File: config.mk
export PLATFORM = sky130hd
export DESIGN_NAME = regfile_wr_2p
export DESIGN_NICKNAME = d
export VERILOG_FILES = /design/src/rtl/regfile_wr_2p_pkg.sv /design/src/rtl/regfile_wr_2p_dec_5t32.sv /design/src/rtl/regfile_wr_2p.sv
export SDC_FILE = /design/constraint.sdc
export NUM_CORES = 2
export LEC_CHECK = 0
export BUFFER_PORTS_ARGS = -buffer_cell sky130_fd_sc_hd__buf_2
export CORE_AREA = 3 3 425 427
export CTS_CLUSTER_DIAMETER = 150
export CTS_CLUSTER_SIZE = 30
export DETAILED_ROUTE_END_ITERATION = 10
export DIE_AREA = 0 0 428 430
export PLACE_DENSITY = 0.42
export SLEW_MARGIN = 10
export SYNTH_ARGS = -nofsm -noshare
export SYNTH_HDL_FRONTEND = slang
export SYNTH_SLANG_ARGS = --single-unit
File: constraint.sdc
create_clock -name clk -period 33.2 [get_ports clk]
set_input_delay 1.66 -clock clk [delete_from_list [all_inputs] [get_ports clk]]
set_output_delay 1.66 -clock clk [all_outputs]
set_load 0.1 [all_outputs]
File: src/rtl/regfile_wr_2p_pkg.sv
// regfile_wr_2p_pkg: register-file constants shared with the read muxes and pipeline.
package regfile_wr_2p_pkg;
    localparam int REG_W = 32;
    localparam int ADDR_W = 5;
    localparam int NUM_REGS = 32;
    localparam logic [ADDR_W-1:0] ZERO_REG = 5'd0;
endpackage

File: src/rtl/regfile_wr_2p_dec_5t32.sv
// dec_5t32: 5-to-32 one-hot decoder gated by an enable.
module dec_5t32
    import regfile_wr_2p_pkg::*;
(
    input  logic              en,
    input  logic [ADDR_W-1:0] a,
    output logic [NUM_REGS-1:0] y
);
    assign y = en ? (NUM_REGS'(1) << a) : '0;
endmodule

File: src/rtl/regfile_wr_2p.sv
// regfile_wr_2p: dual-write-port 32x32 register file, port 1 wins collisions, r00 hardwired to zero.
module regfile_wr_2p
    import regfile_wr_2p_pkg::*;
(
    input  logic              clk,
    input  logic              rst,
    input  logic              we0,
    input  logic [ADDR_W-1:0] wa0,
    input  logic [REG_W-1:0]  wd0,
    input  logic              we1,
    input  logic [ADDR_W-1:0] wa1,
    input  logic [REG_W-1:0]  wd1,
    output logic [REG_W-1:0]  r00, r01, r02, r03, r04, r05, r06, r07,
    output logic [REG_W-1:0]  r08, r09, r0A, r0B, r0C, r0D, r0E, r0F,
    output logic [REG_W-1:0]  r10, r11, r12, r13, r14, r15, r16, r17,
    output logic [REG_W-1:0]  r18, r19, r1A, r1B, r1C, r1D, r1E, r1F,
    output logic              wr_conflict
);
    logic [NUM_REGS-1:0] en0, en1;
    logic [REG_W-1:0] rf [1:NUM_REGS-1];

    dec_5t32 u_dec0 (.en(we0), .a(wa0), .y(en0));
    dec_5t32 u_dec1 (.en(we1), .a(wa1), .y(en1));

    for (genvar i = 1; i < NUM_REGS; i++) begin : g_reg
        always_ff @(posedge clk or posedge rst)
            if (rst) rf[i] <= '0;
            else if (en1[i]) rf[i] <= wd1;
            else if (en0[i]) rf[i] <= wd0;
    end

    // One-hot enables overlap only on a shared address; an overlap at register 0 is not a conflict.
    always_ff @(posedge clk or posedge rst)
        if (rst) wr_conflict <= 1'b0;
        else wr_conflict <= (|(en0 & en1)) & ~en0[0];

    assign r00 = '0;
    assign r01 = rf[1];
    assign r02 = rf[2];
    assign r03 = rf[3];
    assign r04 = rf[4];
    assign r05 = rf[5];
    assign r06 = rf[6];
    assign r07 = rf[7];
    assign r08 = rf[8];
    assign r09 = rf[9];
    assign r0A = rf[10];
    assign r0B = rf[11];
    assign r0C = rf[12];
    assign r0D = rf[13];
    assign r0E = rf[14];
    assign r0F = rf[15];
    assign r10 = rf[16];
    assign r11 = rf[17];
    assign r12 = rf[18];
    assign r13 = rf[19];
    assign r14 = rf[20];
    assign r15 = rf[21];
    assign r16 = rf[22];
    assign r17 = rf[23];
    assign r18 = rf[24];
    assign r19 = rf[25];
    assign r1A = rf[26];
    assign r1B = rf[27];
    assign r1C = rf[28];
    assign r1D = rf[29];
    assign r1E = rf[30];
    assign r1F = rf[31];
endmodule

==> run summary <==
The flow ran to the end, and the final reports show no timing, DRC or antenna violations. For the relative contribution of combinational cells to total power, the log shows 59.2%. TritonCTS built the clock tree. The count of mapped cells out of synthesis came out at 4651.

The I/O pin count is 1103. In this run the worst path has a maximum fanout of 110. The unique cell type count in the Yosys netlist is 40.

Max-cap violations in this run came to 0. The run gives 41 as the number of buffers created by CTS. The die covers 184000 sq um. The main combinational cell family by area after synthesis was multiplexers.

Of the total power, the clock network draws 11.4%. Mean instance size in the synthesized netlist: 10.1 sq um. STA puts the critical path data required time at 33.86 ns. Cell internal power was estimated by the tool at 2.18 mW. STA classifies the critical path endpoint as an async pin. Once detail routing completed, the nets flagged for antenna violations numbered 0.

Counting along the longest clock path gives a buffer depth of 3. The area share of and/or/nand/nor cells after synthesis is 9.82%, and the number of flip-flops and latches in the synthesized netlist is 993. The worst clock skew was 0 ns; the synthesized-area fraction occupied by adder cells was 0%. The run gives 0.560 ns as the worst hold slack. Maximum cell stage delay along the critical path: 0.86 ns. The sequential cell area was 24800 sq um; the upper clock frequency limit was 0.217 GHz. Area fraction in compound gates after synthesis: 10.7%. The source-to-sink clock delay at the later pin of the worst-skew pair was 0.65 ns. By area the synthesized netlist is led by sky130_fd_sc_hd__dfrtp_1, sky130_fd_sc_hd__mux2i_1, sky130_fd_sc_hd__a21oi_1, sky130_fd_sc_hd__nor2_1, sky130_fd_sc_hd__o21ai_0.

The commonest cells after synthesis are sky130_fd_sc_hd__dfrtp_1, sky130_fd_sc_hd__mux2i_1, sky130_fd_sc_hd__nor2_1. For the core outline area, the log shows 176000 sq um. The number of cell rows is 154.

The logs give 0 for the quantity of gates resized following cts and 0.803 for the weighted congestion at the end of routability-driven global placement. Of the total power, registers draw 29.4%. Setup violations remaining at the end of the flow were counted as 0.

Cell type contributing the most total cell area after synthesis: sky130_fd_sc_hd__dfrtp_1. For this design, the slowest cell found on the critical path is sky130_fd_sc_hd__buf_4. The setup path with the least slack is of type in -> async. The detailed-route wire length per cell came out at 29.5 um. At the pin with the least slew margin, the transition time is 1.15 ns. Most common cell type on the critical path: sky130_fd_sc_hd__buf_4.

In this run the cell area of the synthesized design comes to 47000 sq um. The type of the worst min-delay path was reg -> reg. Summed over all nets, the switching power comes to 3.62 mW. The final clock period utilization by the worst path came out at 13.9%. For this design the ratio of total power to cell area is 106 nW/um^2.

The post-layout worst setup margin came out at 28.59 ns. For this run, the number of Yosys warnings is 0. The synthesized design contains 0 enable-type register cells. The clock tree synthesis step divided the H-tree into 2 levels. The multi-input combinational cell area is 20000 sq um. The worst slew margin relative to its limit is 23.2%, and the count of final max-slew check failures is 0. Fraction of power spent switching nets: 62.4%. The overflow left after global routing was 0; the via density per instance was 4.86.

Once detailed placement completed, the half-perimeter wirelength came to 147 mm. The total negative setup slack was 0 ns. The tools report the number of buffers inserted for hold repair after clock tree synthesis as 0. Detailed routing inserted a total of 37384 vias. The first global-routing pass estimated 311 mm of wire. In the global route stage, overall resource usage came out at 23.6%.

The floorplan step set the die height to 430 um. The worst path needs 4.61 ns of the cycle, external delays included. The filler cell count is 18571, and the xor/xnor cell area share of the yosys netlist is 0.0186%. The cell count along the critical path is 6, and the number of violations reported at the end of detailed-routing iteration 0 is 3109. The total detailed-routing wirelength came out at 227 mm. The register clock-pin slew on the reported worst setup and hold paths is 0.12 ns. Multiplexer fraction of the synthesized cell area: 21.1%. The largest vdd supply drop is 0.0578 mV, and the layout net count is 5415. The share of cells above drive strength 1 works out to 23.8%.

The area share of the leading cell type in the synthesized netlist came out at 52.8%. The logs give 0 for the count of endpoints failing hold in the final timing report and 52.8% for the sequential cell area fraction in the yosys report. The worst-case reg-to-reg path depth works out to 2. The worst setup path is launched from an input port.

The effective utilization at floorplan is 26.7%. The via count of the first global-routing pass came out at 34841. The tools report the number of clock sinks as 993. The most common cell in the synthesized netlist is sky130_fd_sc_hd__dfrtp_1. Most used flip-flop cell after synthesis: sky130_fd_sc_hd__dfrtp_1. The signal on the critical path passes through buf_2, inv_8, buf_4, buf_4, buf_4, buf_4. Data on the critical path arrives at its endpoint at 5.27 ns. The die width works out to 428 um.

Buffer and inverter count on the worst path: 6. Compared with the post-synthesis result, the final layout area differs by 16.7%. The count of buffers added on input and output ports is 1070.

After clock tree synthesis, the setup repair step added 0 buffers. The logs give 13 for the initial antenna violation count and 111 for the maximum number of pins on one net before global-route repair. OpenSTA, run right after detailed placement, puts the worst setup slack at 27.65 ns.

In the synthesized netlist the async set-or-reset flop fraction comes to 100%. The tools report the static leakage power as 26.7 nW. In this design, the largest share of critical-path delay is due to buffers and inverters. Setup repair after global routing left no endpoint under its margin. The number of cells on the worst hold path is 2. The root buffer cell chosen for the clock tree is sky130_fd_sc_hd__clkbuf_16.

Detailed-router iteration count before antenna repair: 6. The tools report the DRC violations left as 0.
==> cell type report <==
cell class | instances | area share (%)
sequential | 993 | 45.3
multi-input combinational | 3148 | 36.4
timing repair buffer | 1152 | 10.9
tap | 2340 | 5.33
clock buffer | 41 | 1.87
clock inverter | 6 | 0.185
antenna | 11 | 0.0502
inverter | 1 | 0.0205
==> metal layers <==
layer | track usage, % | share of wire (%) | up-vias
met1 | 29.4 | 41 | 18811
met3 | 4.01 | 5.4 | 216
met2 | 41.1 | 50 | 1307
met4 | 8.21 | 3.7 | 0
li1 | - | - | 17050
met5 | 0 | 0 | -
==> path summary, 6_finish.rpt <==
kind | end | from | slack [ns]
max | r1B[9] | rst | 28.59
min | r14[27] | r14[27] | 0.56
max reg2reg | r13[9] | r13[9] | 32.16
min reg2reg | r14[27] | r14[27] | 0.56
max in group clk | r01[26] | wa0[0] | 29.67
min in group asynchronous | r0B[23] | rst | 1.13
==> stage by stage <==
stage / std cells / total power [mW] / cell area [sq um] / utilization, %
after floorplan: 4682 / 4.48 / 47200 / -
after global placement: 7634 / 5.16 / 53700 / 30.4
after detailed placement: 7634 / 5.17 / 53700 / 30.4
after CTS: 7681 / 5.84 / 54900 / 31.1
after global routing: 7691 / 5.98 / 54900 / 31.1
final: 7692 / 5.80 / 54900 / 31.1
==> kinds of logic (layout without fill, tap and decap cells) <==
family / Yosys count / in the layout
XOR/XNOR: 1 / 1
buffers and inverters: 541 / 1200
flip-flops: 993 / 993
AND/OR/NAND/NOR: 1120 / 1120
AO/OA/AOI/OAI: 1003 / 1003
other: 1 / 43
multiplexers: 992 / 992
==> cell usage in the layout, fill, tap and decap left out, drive strengths merged, types with 4 or more instances in the layout <==
| master | instances |
|---|---|
| buf | 1152 |
| dfrtp | 993 |
| mux2i | 992 |
| nor2 | 565 |
| a21oi | 545 |
| nand2 | 484 |
| o21ai | 448 |
| clkbuf | 41 |
| conb | 32 |
| nand4 | 18 |
| diode | 11 |
| and2 | 10 |
| and4b | 6 |
| nor2b | 5 |
| nand2b | 5 |
| o2111ai | 5 |
| and4bb | 4 |
| nor3 | 4 |
| nor4bb | 4 |
==> power groups by stage <==
| stage | Combinational, mW | Clock (mW) | Sequential [mW] |
|---|---|---|---|
| after floorplan | 0.394 | 0 | 4.09 |
| after global placement | 3.44 | 0 | 1.72 |
| after detailed placement | 3.45 | 0 | 1.73 |
| after CTS | 3.45 | 0.689 | 1.70 |
| after global routing | 3.51 | 0.725 | 1.74 |
| final | 3.43 | 0.663 | 1.71 |
==> worst reg2reg max path: stages, from the launching register on <==
cell and delay [ns]:
sky130_fd_sc_hd__dfrtp_1 0.64, sky130_fd_sc_hd__mux2i_1 0.14, sky130_fd_sc_hd__a21oi_1 0.19
Power figures use the tool's default switching activity.
